## config.mk

```make
export PLATFORM = sky130hd
export DESIGN_NAME = seq_divider
export DESIGN_NICKNAME = d
export VERILOG_FILES = /design/src/rtl/seq_divider_pkg.sv /design/src/rtl/seq_divider_down_counter.sv /design/src/rtl/seq_divider.sv
export SDC_FILE = /design/constraint.sdc
export NUM_CORES = 1
export LEC_CHECK = 0
export CAP_MARGIN = 15
export CORE_MARGIN = 2
export CORE_UTILIZATION = 45
export DETAILED_ROUTE_END_ITERATION = 16
export HOLD_SLACK_MARGIN = 0.08
export PLACE_DENSITY = 0.68
export SLEW_MARGIN = 20
export SYNTH_ARGS = -nofsm -noshare
export SYNTH_HDL_FRONTEND = slang
export SYNTH_SLANG_ARGS = --single-unit
export TNS_END_PERCENT = 100
```

## constraint.sdc

```tcl
create_clock -name clk -period 4.2 [get_ports clk]
set_input_delay 0.84 -clock clk [delete_from_list [all_inputs] [get_ports clk]]
set_output_delay 0.84 -clock clk [all_outputs]
set_load 0.02 [all_outputs]
```

## src/rtl/seq_divider_pkg.sv

```systemverilog
// Shared definitions for the sequential arithmetic blocks: FSM encoding,
// default operand width and the iteration-counter width helper.
package seq_divider_pkg;

    localparam int DEFAULT_N = 4;

    typedef enum logic [1:0] {
        IDLE  = 2'b00,
        SHIFT = 2'b01,
        SUB   = 2'b10,
        DONE  = 2'b11
    } div_state_t;

    // Counter must hold N-1; keep at least one bit for tiny N.
    function automatic int cnt_width(input int n);
        return (n <= 2) ? 1 : $clog2(n);
    endfunction

endpackage

```

## src/rtl/seq_divider_down_counter.sv

```systemverilog
// Loadable down counter with a zero flag; counts the remaining quotient bits.
module down_counter #(
    parameter int W = 2
) (
    input  logic         clk,
    input  logic         resetn,
    input  logic         load,
    input  logic [W-1:0] load_value,
    input  logic         en,
    output logic         zero
);

    logic [W-1:0] count_reg;

    always_ff @(posedge clk or negedge resetn) begin
        if (!resetn) begin
            count_reg <= '0;
        end else if (load) begin
            count_reg <= load_value;
        end else if (en && (count_reg != '0)) begin
            count_reg <= count_reg - W'(1);
        end
    end

    assign zero = (count_reg == '0);

endmodule

```

## src/rtl/seq_divider.sv

```systemverilog
// Restoring shift-subtract unsigned divider: one quotient bit per SHIFT/SUB pair,
// results registered on entry to DONE so they are valid while done is high.
module seq_divider
    import seq_divider_pkg::*;
#(
    parameter int N = DEFAULT_N
) (
    input  logic         clk,
    input  logic         resetn,
    input  logic         start,
    input  logic [N-1:0] dividend,
    input  logic [N-1:0] divisor,
    output logic [N-1:0] quotient,
    output logic [N-1:0] remainder,
    output logic         busy,
    output logic         done,
    output logic         div_zero
);

    localparam int CW = cnt_width(N);

    div_state_t   state_reg, state_next;
    logic [N:0]   a_reg;
    logic [N-1:0] q_reg;
    logic [N-1:0] m_reg;
    logic [N-1:0] quotient_reg;
    logic [N-1:0] remainder_reg;
    logic         div_zero_reg;

    logic [N:0]   diff;
    logic         fits;
    logic [N-1:0] q_final;
    logic         cnt_load;
    logic         cnt_dec;
    logic         cnt_zero;

    // Borrow out of the (N+1)-bit subtract decides the quotient bit.
    assign diff = a_reg - {1'b0, m_reg};
    assign fits = ~diff[N];

    always_comb begin
        q_final    = q_reg;
        q_final[0] = fits;
    end

    down_counter #(
        .W(CW)
    ) u_cnt (
        .clk        (clk),
        .resetn     (resetn),
        .load       (cnt_load),
        .load_value (CW'(N - 1)),
        .en         (cnt_dec),
        .zero       (cnt_zero)
    );

    always_ff @(posedge clk or negedge resetn) begin
        if (!resetn) begin
            state_reg <= IDLE;
        end else begin
            state_reg <= state_next;
        end
    end

    always_comb begin
        state_next = state_reg;
        cnt_load   = 1'b0;
        cnt_dec    = 1'b0;
        case (state_reg)
            IDLE: begin
                if (start) begin
                    cnt_load   = 1'b1;
                    state_next = (divisor == '0) ? DONE : SHIFT;
                end
            end
            SHIFT: state_next = SUB;
            SUB: begin
                if (cnt_zero) begin
                    state_next = DONE;
                end else begin
                    cnt_dec    = 1'b1;
                    state_next = SHIFT;
                end
            end
            DONE:    state_next = IDLE;
            default: state_next = IDLE;
        endcase
    end

    always_ff @(posedge clk or negedge resetn) begin
        if (!resetn) begin
            a_reg         <= '0;
            q_reg         <= '0;
            m_reg         <= '0;
            quotient_reg  <= '0;
            remainder_reg <= '0;
            div_zero_reg  <= 1'b0;
        end else begin
            case (state_reg)
                IDLE: begin
                    if (start) begin
                        a_reg        <= '0;
                        q_reg        <= dividend;
                        m_reg        <= divisor;
                        div_zero_reg <= (divisor == '0);
                        // Divide-by-zero skips iteration; publish the fixed result now.
                        if (divisor == '0) begin
                            quotient_reg  <= '1;
                            remainder_reg <= dividend;
                        end
                    end
                end
                SHIFT: begin
                    {a_reg, q_reg} <= {a_reg[N-1:0], q_reg, 1'b0};
                end
                SUB: begin
                    if (fits) begin
                        a_reg    <= diff;
                        q_reg[0] <= 1'b1;
                    end
                    if (cnt_zero) begin
                        quotient_reg  <= q_final;
                        remainder_reg <= fits ? diff[N-1:0] : a_reg[N-1:0];
                    end
                end
                default: ;
            endcase
        end
    end

    assign quotient  = quotient_reg;
    assign remainder = remainder_reg;
    assign div_zero  = div_zero_reg;
    assign done      = (state_reg == DONE);
    assign busy      = (state_reg != IDLE);

endmodule

```

==> flow_summary.yaml <==
synth:
  syn_area_per_cell_um2: 9.32
  synth_nets: 189
  yosys.area.top_type: "dfrtp_1"
  syn_inst: 168
  synth-seq-cells: 26
  syn_area_um2: 1570
  yosys_warnings: 0
  synth.distinct_cells: 33
  synth_area_leaders: "dfrtp_1 (42%), ha_1 (7.2%), mux2_2 (6.5%)"
  yosysSeqAreaShare_pct: 41.5
  synth_top_cell_area_share_pct: 41.5
setup_path:
  r2r_start: "a_reg[0]"
  cp-startpoint: "state_reg[0]"
  cpPeakStageDelay_ns: 0.55
  criticalPathCategory: "reg2out"
  worst_setup_path_start_kind: "register"
  path_max_fanout: 14
  slowest_stage: "clkdlybuf4s50_1"
  required_ns: 3.36
  cp-end-kind: "primary output"
  path_cells: "inv_1 > ha_1 > inv_1 > clkdlybuf4s50_1"
  cp.arrival_ns: 1.94
  path_common_cell: "inv_1"
cells_and_area:
  largest_reg_flops: 5
  layout_common_cells: "dfrtp_1 (26), clkdlybuf4s50_1 (21), inv_1 (18), nor2_1 (15), nand2_1 (14)"
  fin_nets: 210
  syn_to_final_growth_pct: 17.9
  final_common_cell: "dfrtp_1"
  drive_gt1_share_pct: 10.1
  final_area_um2: 1850
  n_antenna_cell: 0
sta:
  worst_slew_pin_slew_ns: 0.621
  slew_headroom_pct: 58.6
  skew_ns: 0.00543
  finalSetupViolCount: 0
  fmax_mhz: 360
  rsz0062_at_grt: "false"
  fin_crit_ns: 2.78
  finalHoldViolCount: 0
  fin_setup_tns_ns: 0
  setup_ws_ns: 1.42
  final_max_slew_viol_count: 0
  period_share_pct: 66.1
clock_tree:
  clock_latency_ns: 0.33
  cts_setup_buffers: 0
  clk_pin_slew_ns: 0.14
  clock_path_buffers: 2
  clockRootBuffer: "clkbuf_4"
  cts_resized: 0
  cts_sinks: 26
  tritoncts: "done"
  cts_inserted_buffers: 3
  postCtsHoldBufs: 0
  cts-htree-levels: 1
place:
  globalplace.congestion: 0.883
  pre_cts_ws_ns: 1.29
  dpl_cell_area_um2: 1810
  dpl.hpwl_mm: 2.55
  io_buffer_count: 21
power:
  ir_drop_uv: 304
  leakage_nw: 0.819
  p_per_area_nw_per_um2: 807
global_routing:
  first_global_vias: 1274
  globalRoute.totalOverflow: 0
  grtUsageTotal_pct: 18.7
  antenna_found_initial: 0
  grt_start_max_net_pins: 27
  grt_pass1_wl_mm: 5.89
floorplan:
  std_cell_rows: 21
  dieWidth_um: 63
  ios: 22
  dieArea_um2: 3970
  die_y_um: 63
  start_util_pct: 46.9
  design.core.area_um2: 3340
routing:
  drtAntennaViolNets: 0
  wl_per_cell_um: 14.7
  vias_per_cell: 5.53
  drt_pass1_iterations: 4
  routed_wl_mm: 3.45
  drc: 0
  drt_iter0_markers: 72
  vias: 1294
worst_hold_path:
  hp-start: "div_zero"
  holdCritPathClass: "reg2reg"
flow_run:
  cap_violations: 0
status:
  status: "finished clean"
## metrics by stage
stage | std cells | hold slack, ns | power, W | utilization (%)
floorplan | 168 | 0.479 | 0.00112 | -
global placement | 230 | 0.490 | 0.00133 | 54.3
detailed placement | 230 | 0.498 | 0.00136 | 54.3
CTS | 234 | 0.530 | 0.00150 | 55.3
global route | 234 | 0.544 | 0.00162 | 55.3
finish | 234 | 0.522 | 0.00149 | 55.3
## cells in the mapped netlist
master	n
dfrtp_1	26
inv_1	18
nor2_1	15
nand2_1	14
o21ai_0	13
ha_1	9
mux2_2	9
a21oi_1	8
mux2i_1	8
a31oi_1	7
clkbuf_1	4
o22ai_1	4
or3_1	4
nand2b_1	3
xor2_1	3
and3_1	2
nand3_1	2
nor3_1	2
o21ai_1	2
o21ai_2	2
a21boi_0	1
a21boi_4	1
a21oi_2	1
and2_1	1
buf_2	1
buf_6	1
fa_1	1
nand3b_1	1
nor2b_1	1
o211ai_1	1
o21a_1	1
or4_4	1
xnor2_1	1
## cells by family (layout without fill, tap and decap cells)
group / Yosys count / in the layout / share of synthesized area (%)
compound gates: 41 / 41 / 16.1
xor+xnor: 4 / 4 / 2.24
fa+ha+maj: 10 / 10 / 8.47
buf+inv: 24 / 44 / 6.31
flops: 26 / 26 / 41.5
mux: 17 / 17 / 11.6
simple gates: 46 / 46 / 13.8
## critical path, delay by kind of cell (launching register included)
family / cells / cell delay (ns)
buffers and inverters: 3 / 0.73
adder cells (fa/ha/maj): 1 / 0.45
flip-flops: 1 / 0.44
## report_power, final
part	internal (W)	switching [W]
clock network	0.0000532	0.0000787
logic	0.000399	0.000515
registers	0.000360	0.0000848
total	0.000812	0.000679
## layout make-up
class	instances	area [µm²]
tap	46	57.6
multi-input combinational	118	817
fill	308	1490
clock buffer	4	36.3
inverter	18	67.6
timing repair buffer	22	218
sequential	26	651
## routing by layer
metal  track usage [%]  vias up  share of wire, %
li1                  -      619                 -
met1              23.0      631                42
met2              33.9       39                52
met3              2.52        5               3.8
met4              5.28        0               1.3
met5                 0        -                 0
## worst paths after layout
| path | endpoint | slack, ns | cells past startpoint |
|---|---|---|---|
| max in group asynchronous | state_reg[1] | 3.09 | 2 |
| worst max-delay path | busy | 1.42 | 4 |
| worst min-delay path | div_zero | 0.52 | 2 |
| worst max register to register | a_reg[4] | 1.52 | 8 |
| min in group asynchronous | q_reg[0] | 0.85 | 2 |
| worst min register to register | div_zero | 0.52 | 2 |
No activity file was read; power rests on OpenSTA's default activity.
